$ cat src/rtl/cardjitsu_input_cond_if.sv
// Signal bundle between the raw front-panel inputs and the Card-Jitsu game controller.
// The slave side is the conditioning block; the master side drives the raw inputs.
interface cardjitsu_input_cond_if;
  logic       btn_0_raw;
  logic       btn_1_raw;
  logic       btn_2_raw;
  logic [3:0] sw_raw;
  logic       btn_0;
  logic       btn_1;
  logic       btn_2;
  logic       btn_0_pulse;
  logic       btn_1_pulse;
  logic       btn_2_pulse;
  logic [3:0] sw;
  logic [3:0] sw_cap;

  modport master (
    output btn_0_raw, btn_1_raw, btn_2_raw, sw_raw,
    input  btn_0, btn_1, btn_2, btn_0_pulse, btn_1_pulse, btn_2_pulse, sw, sw_cap
  );

  modport slave (
    input  btn_0_raw, btn_1_raw, btn_2_raw, sw_raw,
    output btn_0, btn_1, btn_2, btn_0_pulse, btn_1_pulse, btn_2_pulse, sw, sw_cap
  );
endinterface

$ cat src/rtl/cardjitsu_input_cond.sv
// Synchronises and debounces the three game buttons and the 4-bit card switch bus,
// emitting press pulses and a card value latched on every btn_0 press.
module cardjitsu_input_cond #(
  parameter int DB_CYCLES = 20000,
  parameter int CNT_W     = 15
) (
  input  logic                   clk,
  input  logic                   rst,
  cardjitsu_input_cond_if.slave  io
);

  localparam logic [CNT_W-1:0] CNT_MAX = CNT_W'(DB_CYCLES - 1);

  logic [2:0]            btn_raw;
  logic [2:0]            btn_s1;
  logic [2:0]            btn_s2;
  logic [2:0]            btn_stable;
  logic [2:0]            btn_stable_nxt;
  logic [2:0]            btn_pulse;
  logic [2:0][CNT_W-1:0] btn_cnt;
  logic [2:0][CNT_W-1:0] btn_cnt_nxt;

  logic [3:0]            sw_s1;
  logic [3:0]            sw_s2;
  logic [3:0]            sw_cand;
  logic [3:0]            sw_q;
  logic [3:0]            sw_cap_q;
  logic [CNT_W-1:0]      sw_cnt;
  logic [3:0]            sw_cand_nxt;
  logic [3:0]            sw_q_nxt;
  logic [CNT_W-1:0]      sw_cnt_nxt;
  logic                  btn_0_press;

  assign btn_raw = {io.btn_2_raw, io.btn_1_raw, io.btn_0_raw};

  // Per-button debounce: a change is accepted only after DB_CYCLES disagreeing samples
  always_comb begin
    btn_stable_nxt = btn_stable;
    btn_cnt_nxt    = btn_cnt;
    for (int i = 0; i < 3; i++) begin
      if (btn_s2[i] == btn_stable[i]) begin
        btn_cnt_nxt[i] = '0;
      end else if (btn_cnt[i] == CNT_MAX) begin
        btn_stable_nxt[i] = btn_s2[i];
        btn_cnt_nxt[i]    = '0;
      end else begin
        btn_cnt_nxt[i] = btn_cnt[i] + CNT_W'(1);
      end
    end
  end

  // Whole-bus switch debounce: any bit change restarts the count on the new candidate
  always_comb begin
    sw_cand_nxt = sw_cand;
    sw_q_nxt    = sw_q;
    sw_cnt_nxt  = sw_cnt;
    if (sw_s2 != sw_cand) begin
      sw_cand_nxt = sw_s2;
      sw_cnt_nxt  = '0;
    end else if (sw_cand != sw_q) begin
      if (sw_cnt == CNT_MAX) begin
        sw_q_nxt   = sw_cand;
        sw_cnt_nxt = '0;
      end else begin
        sw_cnt_nxt = sw_cnt + CNT_W'(1);
      end
    end else begin
      sw_cnt_nxt = '0;
    end
  end

  assign btn_0_press = btn_stable_nxt[0] & ~btn_stable[0];

  always_ff @(posedge clk) begin
    if (rst) begin
      btn_s1     <= '0;
      btn_s2     <= '0;
      btn_stable <= '0;
      btn_pulse  <= '0;
      btn_cnt    <= '0;
      sw_s1      <= '0;
      sw_s2      <= '0;
      sw_cand    <= '0;
      sw_q       <= '0;
      sw_cnt     <= '0;
      sw_cap_q   <= '0;
    end else begin
      btn_s1     <= btn_raw;
      btn_s2     <= btn_s1;
      btn_stable <= btn_stable_nxt;
      btn_pulse  <= btn_stable_nxt & ~btn_stable;
      btn_cnt    <= btn_cnt_nxt;
      sw_s1      <= io.sw_raw;
      sw_s2      <= sw_s1;
      sw_cand    <= sw_cand_nxt;
      sw_q       <= sw_q_nxt;
      sw_cnt     <= sw_cnt_nxt;
      // Capture the pre-edge debounced card so a same-edge sw update is not seen
      if (btn_0_press) sw_cap_q <= sw_q;
    end
  end

  assign io.btn_0       = btn_stable[0];
  assign io.btn_1       = btn_stable[1];
  assign io.btn_2       = btn_stable[2];
  assign io.btn_0_pulse = btn_pulse[0];
  assign io.btn_1_pulse = btn_pulse[1];
  assign io.btn_2_pulse = btn_pulse[2];
  assign io.sw          = sw_q;
  assign io.sw_cap      = sw_cap_q;

endmodule

$ cat src/flat_wrapper.sv
// flat-port wrapper written by rule: the top's interface ports become plain ports
module cardjitsu_input_cond_flat 
#(
  parameter int DB_CYCLES = 20000,
  parameter int CNT_W     = 15
)
  (clk, rst, io_btn_0_raw, io_btn_1_raw, io_btn_2_raw, io_sw_raw, io_btn_0, io_btn_1, io_btn_2, io_btn_0_pulse, io_btn_1_pulse, io_btn_2_pulse, io_sw, io_sw_cap);
  cardjitsu_input_cond_if io_i ();
  input  logic clk;
  input  logic rst;
  input wire logic [$bits(io_i.btn_0_raw)-1:0] io_btn_0_raw;
  input wire logic [$bits(io_i.btn_1_raw)-1:0] io_btn_1_raw;
  input wire logic [$bits(io_i.btn_2_raw)-1:0] io_btn_2_raw;
  input wire logic [$bits(io_i.sw_raw)-1:0] io_sw_raw;
  output wire logic [$bits(io_i.btn_0)-1:0] io_btn_0;
  output wire logic [$bits(io_i.btn_1)-1:0] io_btn_1;
  output wire logic [$bits(io_i.btn_2)-1:0] io_btn_2;
  output wire logic [$bits(io_i.btn_0_pulse)-1:0] io_btn_0_pulse;
  output wire logic [$bits(io_i.btn_1_pulse)-1:0] io_btn_1_pulse;
  output wire logic [$bits(io_i.btn_2_pulse)-1:0] io_btn_2_pulse;
  output wire logic [$bits(io_i.sw)-1:0] io_sw;
  output wire logic [$bits(io_i.sw_cap)-1:0] io_sw_cap;
  assign io_i.btn_0_raw = io_btn_0_raw;
  assign io_i.btn_1_raw = io_btn_1_raw;
  assign io_i.btn_2_raw = io_btn_2_raw;
  assign io_i.sw_raw = io_sw_raw;
  assign io_btn_0 = io_i.btn_0;
  assign io_btn_1 = io_i.btn_1;
  assign io_btn_2 = io_i.btn_2;
  assign io_btn_0_pulse = io_i.btn_0_pulse;
  assign io_btn_1_pulse = io_i.btn_1_pulse;
  assign io_btn_2_pulse = io_i.btn_2_pulse;
  assign io_sw = io_i.sw;
  assign io_sw_cap = io_i.sw_cap;
  cardjitsu_input_cond #(.DB_CYCLES(DB_CYCLES), .CNT_W(CNT_W)) u_core (.clk(clk), .rst(rst), .io(io_i));
endmodule
$ cat config.mk
export PLATFORM = sky130hd
export DESIGN_NAME = cardjitsu_input_cond_flat
export DESIGN_NICKNAME = d
export VERILOG_FILES = /design/src/rtl/cardjitsu_input_cond_if.sv /design/src/rtl/cardjitsu_input_cond.sv /design/src/flat_wrapper.sv
export SDC_FILE = /design/constraint.sdc
export NUM_CORES = 1
export LEC_CHECK = 0
export ABC_AREA = 1
export CORE_MARGIN = 4
export CORE_UTILIZATION = 35
export DETAILED_ROUTE_END_ITERATION = 8
export GPL_ROUTABILITY_DRIVEN = 0
export GPL_TIMING_DRIVEN = 0
export HOLD_SLACK_MARGIN = 0.03
export PLACE_DENSITY_LB_ADDON = 0.3
export SYNTH_ARGS = -nofsm -noshare
export SYNTH_HDL_FRONTEND = slang
export SYNTH_SLANG_ARGS = --single-unit
$ cat constraint.sdc
create_clock -name clk -period 2.5 [get_ports clk]
set_clock_uncertainty 0.05 [all_clocks]
set_input_delay 0.25 -clock clk [delete_from_list [all_inputs] [get_ports clk]]
set_output_delay 0.25 -clock clk [all_outputs]
set_load 0.02 [all_outputs]
Word level (Yosys, flattened, before mapping)
Index checks and enable logic that the tools add are counted. Widths: inputs -> output; s select.

Bitwise gates (word level): 6. Mux-type cells: 6. Equal/unequal tests: 9. Reductions and logical operators: 5. Add/sub/neg operators: 4.

Operators by type and width (number): $add 15x1->15 const B (4); $eq 15x15->1 const B (4); $reduce_or 3->1 (3); $ne 4x4->1 (2); $mux 1 (6); $reduce_or 4->1 (1); $and 3x3->3 (1); $eq 1x1->1 (3); $not 1->1 (3); $not 3->3 (1); $reduce_and 3->1 (1); $and 1x1->1 (1).

Logic and storage cells: 43. Bits in registers: 92.

Depth between registers and ports, before layout
Gate-level depths: netlist of the first run.

Depth after elaboration: 4. Depth in mapped cells: 10. Gate-level depth less buffers: 10.

Worst setup path before layout of the first run
No wires, ideal clock.

Path type: register to register. Start point: register u_core.btn_cnt[15] in the netlist's numbering. End point: register u_core.btn_cnt[24] in the netlist's numbering. Period minus slack after synthesis: 1.396 ns. Arrival time: 1.231 ns. Path buffers: 1. Setup slack: 1.104 ns. Cell stages (with the launch flop): 8. Cells stage by stage: dfxtp_1 ha_1 nand2_1 nor2_4 nand3_2 nand2_2 buf_12 nor2_2.

Longest elaborated chain between the ends: 2. Elaborated cells between the ends (all ways): 3. Those cells by class: add/sub: 1; eq/ne: 1; reduce/logical: 1.

RTL lines: from (decl) (line cardjitsu_input_cond.sv:20) `logic [2:0][CNT_W-1:0] btn_cnt;`; from (signal assigned) (line cardjitsu_input_cond.sv:92) `btn_cnt <= btn_cnt_nxt;`; branches (longest 2 deep; another with $add 15x1->15).

Several ways; the timed one is not identified. A chain may end at the register's enable or synchronous reset.

Worst setup path after layout of the first run
Start point: register u_core.sw_q[1] (netlist: u_core.io.sw[1]). End point: output io_sw[1].

RTL lines: from (decl) (line cardjitsu_input_cond.sv:26) `logic [3:0] sw_q;`; from (signal assigned) (line cardjitsu_input_cond.sv:96) `sw_q <= sw_q_nxt;`; to (decl) (line flat_wrapper.sv:21) `output wire logic [$bits(io_i.sw)-1:0] io_sw;`.

No word-level cell between the ends.

==> impl_metrics.yaml, run 1 <==
status:
  status: "complete, no violations"
worst_setup_path:
  cp_top_family: "buffers and inverters"
  crit_arrival_ns: 1.40
  cp_max_fo: 4
  path_buf_inv: 1
  critPathSlowestCell: "clkdlybuf4s50_1"
  start_kind: "flop"
  max_stage_delay_ns: 0.65
  cp.required_ns: 2.20
  rr_endpoint: "u_core.sw_cnt[2]"
  worstReg2RegStart: "u_core.sw_cnt[0]"
  crit_type: "flop to primary output"
  r2r_cells: 9
  reg2reg_slack_ns: 0.90
  crit_path_cell_trace: "clkdlybuf4s50_1"
  worst_setup_path_end_kind: "primary output"
clock_tree:
  clkTransAtPathRegs_ns: 0.06
  cts_setup_buffers: 0
  root_buffer: "clkbuf_16"
  cts_resized: 0
  cts_tree: "done"
  clock_latency_ns: 0.34
  cts_buffers: 9
  hold_buffers: 0
  cts_sinks: 92
  cts_buffer_depth: 2
  htreeDepth: 3
detailed_routing:
  wl_um: 8270
  drtPass1Iterations: 4
  drc: 0
  drt-vias-per-instance: 4.51
  antenna_left: 0
  drtIter0Drc: 141
  num_vias: 3661
  avgRoutedWirePerCell_um: 10.2
timing:
  tns_ns: 0
  fin_hold_ws_ns: 0.349
  fin_crit_ns: 1.70
  finalCritPeriodShare_pct: 68.0
  clock.fmax_mhz: 588
  setup_slack_ns: 0.800
  drv_slew: 0
  setup_violations: 0
  tightest_slew_ns: 0.514
  rsz0062_at_grt: "false"
  hold_viol: 0
  relSlewSlack_pct: 65.7
power_and_ir_drop:
  power.leakage_nw: 1.85
  ir_drop_v: 0.000356
  pwr_density_cell_nw_per_um2: 612
global_routing:
  grt.total_usage_pct: 12.3
  grt_max_degree: 16
  antenna_found_initial: 0
  grt_pass1_wl_um: 14600
  grt_pass1_vias: 3435
  grt.overflow.total: 0
yosys:
  synthCells: 605
  yosysWarnings: 0
  ys_types: 30
  yosysTopAreaCell: "dfxtp_1"
  synthesis.nets: 618
  synth_top_area_share_pct: 42.7
  syn_area_per_cell_sq_um: 7.13
  ys_seq_area_share_pct: 42.7
  ys_ff_latch: 92
  synth_area_leaders: "dfxtp_1 (43%), nand2_1 (11%), nor2_1 (9.3%), inv_1 (7.5%), nand3_1 (4.2%)"
  syn_area_sq_um: 4310
die:
  die_y_um: 119
  dieArea_sq_um: 14200
  num_rows: 40
  die_w_um: 119
  coreArea_sq_um: 12100
  pin_count: 23
  start_util_pct: 35.8
flow_run:
  cap_violations: 0
placement:
  pre_cts_slack_ns: 0.754
  hpwl_um: 6340
  numPortBuffers: 22
worst_hold_path:
  worstHoldEndpoint: "u_core.sw_s2[3]"
  hold_path.class: "flop to flop"
  hold_path_depth: 2
  hold_path_startpoint: "u_core.sw_s1[3]"
finish:
  layout_commonest_cell: "nand2_1"
  areaGrowthSynthToFinish_pct: 17.9
  final_cell_mix: "nand2_1 (123), nor2_1 (107), dfxtp_1 (92)"
  antenna_cells: 0
  fin_util_pct: 42.2
  design.final.nets: 651
  drive_above_1_share_pct: 10.1
## cells in the mapped netlist
| cell | count |
|---|---|
| o21ai_0 | 11 |
| nand4_1 | 22 |
| nor3_2 | 6 |
| inv_2 | 8 |
| nor2_1 | 107 |
| nor2_2 | 12 |
| inv_1 | 86 |
| xnor2_1 | 4 |
| ha_1 | 4 |
| nand4_2 | 1 |
| buf_12 | 1 |
| nor2_4 | 1 |
| clkbuf_1 | 3 |
| nor4_4 | 1 |
| xor2_1 | 15 |
| nand3_2 | 4 |
| nand3_1 | 36 |
| buf_4 | 3 |
| nor3b_1 | 2 |
| a21oi_2 | 4 |
| or2_2 | 1 |
| o21ai_1 | 2 |
| nand2_2 | 5 |
| nand2_1 | 123 |
| dfxtp_1 | 92 |
| nor3_1 | 20 |
| a21oi_1 | 23 |
| a31oi_1 | 1 |
| nor3_4 | 3 |
| or2_0 | 4 |
## state kept, by name, summed over array words and instances (netlist names)
signal	cells
u_core.sw_cand	4
u_core.io.sw_cap	4
u_core.sw_cnt	15
u_core.btn_pulse	3
u_core.sw_s2	4
u_core.btn_s2	3
u_core.io.sw	4
u_core.btn_s1	3
u_core.btn_cnt	45
u_core.btn_stable	3
u_core.sw_s1	4
## cell type report
| type | count | area (sq um) |
|---|---|---|
| clock buffer | 10 | 229 |
| fill | 1245 | 6980 |
| tap | 168 | 210 |
| buffer | 7 | 53.8 |
| timing repair buffer | 22 | 220 |
| sequential | 92 | 1840 |
| clock inverter | 6 | 111 |
| multi-input combinational | 412 | 2070 |
| inverter | 94 | 353 |
## worst max-delay path by stage
| stage | endpoint | slack, ns | cells past startpoint | from |
|---|---|---|---|---|
| final | io_sw[1] | 0.80 | 1 | u_core.io.sw[1] |
| after global routing | u_core.sw_cnt[3] | 0.69 | 9 | u_core.sw_cnt[0] |
| after CTS | io_sw[1] | 0.78 | 1 | u_core.io.sw[1] |
| after detailed placement | u_core.btn_pulse[2] | 0.75 | 5 | rst |
| after floorplan | u_core.btn_cnt[24] | 1.10 | 7 | u_core.btn_cnt[15] |
| after global placement | u_core.btn_pulse[2] | 0.76 | 5 | rst |
## cells by family after synthesis
family	count (synthesis)	share of synthesized area, %
fa+ha+maj	4	1.16
simple gates	348	37.7
buf+inv	101	9.43
flops	92	42.7
compound gates	41	5.13
xor+xnor	19	3.86
## where the power goes
part | total, mW | switching, mW | internal, mW
clock network | 1.55 | 0.571 | 0.979
logic | 0.0717 | 0.0419 | 0.0298
registers | 1.49 | 0.00814 | 1.48
total | 3.11 | 0.621 | 2.49
## per-layer routing
metal	vias to the layer above	routed length (um)	global-route usage [%]
li1	1963	-	-
met1	1655	4000	14.9
met2	39	3960	20.8
met3	4	238	3.61
met4	0	77	4.42
met5	-	0	0
## per-stage QoR
step	total power [mW]	cell area, sq um	instances
after floorplan	1.57	4310	605
after global placement	1.59	4740	795
after detailed placement	1.59	4740	795
after CTS	3.15	5080	811
after global routing	3.22	5080	811
final	3.11	5080	811
Power figures use the tool's default switching activity.
==> run 2, diff against run 1 <==
==> constraint.sdc (replaced) <==
create_clock -name clk -period 1.8 [get_ports clk]
set_clock_uncertainty 0.05 [all_clocks]
set_input_delay 0.18 -clock clk [delete_from_list [all_inputs] [get_ports clk]]
set_output_delay 0.18 -clock clk [all_outputs]
set_load 0.02 [all_outputs]
==> impl_metrics.yaml, run 2 (synthesized netlist as in run 1, its figures left out) <==
status:
  status: "complete, no violations"
clock_tree:
  clkTransAtPathRegs_ns: 0.06
  htreeDepth: 3
  clock_latency_ns: 0.34
  cts_sinks: 92
  cts_buffer_depth: 2
  root_buffer: "clkbuf_16"
  cts_tree: "done"
  cts_buffers: 9
  cts_setup_buffers: 0
detailed_routing:
  antenna_left: 0
  drc: 0
  avgRoutedWirePerCell_um: 10.2
  drt-vias-per-instance: 4.51
  num_vias: 3661
  wl_um: 8260
  drtPass1Iterations: 4
  drtIter0Drc: 141
power_and_ir_drop:
  power_mw: 4.32
  netSwitchingFraction_pct: 20.0
  power.leakage_nw: 1.85
  pwr-share-clk_pct: 49.8
  pwr_density_cell_nw_per_um2: 849
  internal_power_mw: 3.46
  p_switching_uw: 862
  seqPwrFrac_pct: 47.8
  ir_drop_v: 0.000493
  p_comb_share_pct: 2.3
timing:
  clock.fmax_mhz: 613
  finalCritPeriodShare_pct: 90.6
  hold_viol: 0
  setup_slack_ns: 0.170
  rsz0062_at_grt: "false"
  setup_violations: 0
  drv_slew: 0
  fin_crit_ns: 1.63
  fin_hold_ws_ns: 0.315
  tightest_slew_ns: 0.513
  tns_ns: 0
  relSlewSlack_pct: 65.8
placement:
  numPortBuffers: 22
  pre_cts_slack_ns: 0.124
  hpwl_um: 6340
finish:
  drive_above_1_share_pct: 10.1
  largest_reg_flops: 45
  layout_commonest_cell: "nand2_1"
  top_regs: "u_core.btn_cnt (45), u_core.sw_cnt (15)"
  final_cell_mix: "nand2_1 (123), nor2_1 (107), dfxtp_1 (92)"
  design.final.nets: 651
  antenna_cells: 0
  areaGrowthSynthToFinish_pct: 18.0
  largest-register: "u_core.btn_cnt"
global_routing:
  grt_pass1_vias: 3435
  grt.overflow.total: 0
  grt.total_usage_pct: 12.3
  grt_max_degree: 16
  antenna_found_initial: 0
  grt_pass1_wl_um: 14600
worst_setup_path:
  worst_setup_path_end_kind: "primary output"
  crit_type: "flop to primary output"
  max_stage_delay_ns: 0.65
  crit_path_cell_trace: "clkdlybuf4s50_1"
  critPathSlowestCell: "clkdlybuf4s50_1"
  cp.required_ns: 1.57
  crit_arrival_ns: 1.40
  start_kind: "flop"
  cp_top_family: "buffers and inverters"
  cp_max_fo: 4
  path_buf_inv: 1
die:
  die_w_um: 119
  die_y_um: 119
  dieArea_sq_um: 14200
  coreArea_sq_um: 12100
  pin_count: 23
  start_util_pct: 35.8
  num_rows: 40
flow_run:
  cap_violations: 0
worst_hold_path:
  hold_path.class: "input port to flop"
-- run 2: cell counts in the layout (fill, tap and decap cells not counted) --
Identical to the previous run, type by type.
-- run 2: metrics by stage --
step | instance area, sq um | cells | util (%)
floorplan | 4310 | 605 | -
global placement | 4740 | 795 | 39.3
global route | 5090 | 811 | 42.2
detailed placement | 4740 | 795 | 39.3
CTS | 5080 | 811 | 42.2
finish | 5090 | 811 | 42.2
-- run 2: layer usage --
layer	GRT usage, %	part of all wire, %	vias to the layer above
met3	3.61	2.9	4
met1	14.9	48	1654
li1	-	-	1962
met5	0	0	-
met2	20.8	48	41
met4	4.42	0.93	0
-- run 2: final timing paths --
check	from	to	slack [ns]	depth (start not counted)
setup reg to reg	u_core.btn_cnt[15]	u_core.btn_cnt[25]	0.22	7
hold / removal	io_sw_raw[0]	u_core.sw_s1[0]	0.32	3
hold reg to reg	u_core.sw_s1[3]	u_core.sw_s2[3]	0.35	2
setup / recovery	u_core.io.sw[1]	io_sw[1]	0.17	1
-- run 2: power by group through the flow --
stage / clock, mW / sequential (mW) / combinational (mW)
CTS: 2.21 / 2.07 / 0.102
global placement: 0 / 2.11 / 0.101
global route: 2.29 / 2.07 / 0.117
detailed placement: 0 / 2.11 / 0.102
finish: 2.15 / 2.07 / 0.100
floorplan: 0 / 2.11 / 0.0655
-- run 2: final cells by class --
type	count	area, sq um
Buffer	7	57.6
Clock buffer	10	229
Clock inverter	6	111
Fill cell	1246	6970
Inverter	94	353
Multi-Input combinational cell	412	2070
Sequential cell	92	1840
Tap cell	168	210
Timing Repair Buffer	22	220
-- run 2: what timing repair did --
| action | CTS | global route |
|---|---|---|
| endpoints found under the setup margin | 0 | 6 |
| gates resized for setup | 0 | 1 |
| hold buffers | 0 | 0 |
-- run 2: tightest hold or removal path: cells and delay by family --
family / cells / cell delay [ns]
buffers and inverters: 2 / 0.44
AND/OR/NAND/NOR: 1 / 0.03
==> edit (settings of run 2) <==
Reset style: asynchronous (`rst`), changed in one clocked block.
--- a/src/rtl/cardjitsu_input_cond.sv
+++ b/src/rtl/cardjitsu_input_cond.sv
@@ -72,5 +72,5 @@
   assign btn_0_press = btn_stable_nxt[0] & ~btn_stable[0];
 
-  always_ff @(posedge clk) begin
+  always_ff @(posedge clk or posedge rst) begin
     if (rst) begin
       btn_s1     <= '0;
Check against the original RTL: same outputs for any inputs over 10 cycles, from zero or initial values and one cycle with rst high; that may be too few to reach the edited logic, so the function may still have changed.
==> edit against run 2 <==
Sequential share of layout area increased by 6.8 points; cell count decreased by 4.6%; combinational power increased by 69%; routed wire length increased by 4.2%; synthesized area increased by 5.3%; sequential cell count unchanged; utilization increased by 0.055 points; design area increased by 5.2%; power decreased by 3.5%; worst setup slack improved by 3.9 ps.
==> edit: results (changes against run 2) <==
share of layout cells above drive strength 1 10.5% (was 10.1%); wire length per cell 11.1 um (was 10.2 um); outcome finished clean (unchanged); GR Layer Usage met1 16.8% (was 14.9%); crit-path leading delay family simple AND/OR/NAND/NOR gates (was buffers and inverters); worst-path maximum fanout 10 (was 4); met2 Track Usage GR 21.1% (was 20.8%); met2 WL 3.96 mm (about the same); max incr delay on CP 400 ps (was 650 ps); syn_nets 574 (was 618); top cells by area, synth dfrtp_1 (51%), nand2_1 (10%), nor2_1 (9.3%), inv_1 (5.2%), xor2_1 (3.7%) (was dfxtp_1 (43%), nand2_1 (11%), nor2_1 (9.3%), inv_1 (7.5%), nand3_1 (4.2%)); dpl ws 74.8 ps (was 124 ps); hpwl dp 6.44 mm (was 6.34 mm); 1st-pass router iterations 5 (was 4); P_clk 1.87 mW (was 2.15 mW); via density per instance 4.64 (was 4.51); largest net degree at the start of global routing 35 (was 16); Port Buffers 22 (unchanged); Cell Area, Placed 0.00504 mm^2 (was 0.00474 mm^2); Leak 2.27 nW (was 1.85 nW); CTS max path bufs 2 (unchanged); DP Cell Count 758 (was 795); Synth cell types 26 (was 30); Most used DFF post-synth dfrtp_1 (was dfxtp_1); DRT iter0 DRCs 210 (was 141); Root Buffer clkbuf_16 (unchanged); Syn. warnings 0 (unchanged); P_seq 2.13 mW (was 2.07 mW); met3 routed WL 297 um (was 240 um); Peak VDD IR 0.629 mV (was 0.493 mV); GRT Total Usage 12.9% (was 12.3%); WP data arrival 1790 ps (was 1400 ps); met3 GRT Util 2.69% (was 3.61%); Highest Signal Layer met4 (unchanged); first-pass GRT wire length 15.6 mm (was 14.6 mm); Crit-path slowest cell dfrtp_1 (was clkdlybuf4s50_1); leading registers by flop count u_core.btn_cnt (45), u_core.sw_cnt (15) (unchanged); vias 3,589 (was 3,661); Cells after Synth 561 (was 605); class of the worst hold path in -> async (was in -> reg); Clock power frac 44.8% (was 49.8%); Fillers 1,247 (was 1,246); # hold bufs at CTS 0 (unchanged); nets 610 (was 651); switch share 20.9% (was 20.0%); FFs w/ async S/R, synth 100% (was 0%); worst slew pin tran 574 ps (was 513 ps); # H-tree levels 3 (unchanged); wl on met1 4.22 mm (was 3.99 mm); Setup Fix Bufs, Post-CTS 0 (unchanged); Post-synth top cells nand2_1 (127), nor2_1 (113), dfrtp_1 (92) (was nand2_1 (123), nor2_1 (107), dfxtp_1 (92)); post-synthesis sequential area ratio 50.7% (was 42.7%)
-- edit: layout make-up --
type	instances	area (um^2)	area share (%)
plain buffers	5	26.3	0.491
clock buffers	16	302	5.63
inverters	67	255	4.77
multi-input cells	397	1970	36.8
flip-flops and latches	92	2300	43.0
well taps	172	215	4.02
repair buffers	25	280	5.24
-- edit: cell families after synthesis --
logic type	count (synthesis)	synth area share, %
fa+ha+maj	4	1.10
compound gates	16	1.93
buf+inv	72	6.11
xor+xnor	26	5.01
flops	92	50.7
simple gates	351	35.2
-- edit: worst paths after layout --
path | start | end | slack (ps) | cells past startpoint
worst max-delay path | u_core.sw_cnt[0] | u_core.sw_cnt[12] | 170 | 7
worst min-delay path | rst | u_core.sw_cnt[11] | 70 | 2
worst max register to register | u_core.sw_cnt[0] | u_core.sw_cnt[12] | 170 | 7
worst min register to register | u_core.btn_s1[2] | u_core.btn_s2[2] | 300 | 0
max in group asynchronous | rst | u_core.btn_cnt[12] | 770 | 5
min in group clk | io_sw_raw[0] | u_core.sw_s1[0] | 240 | 1
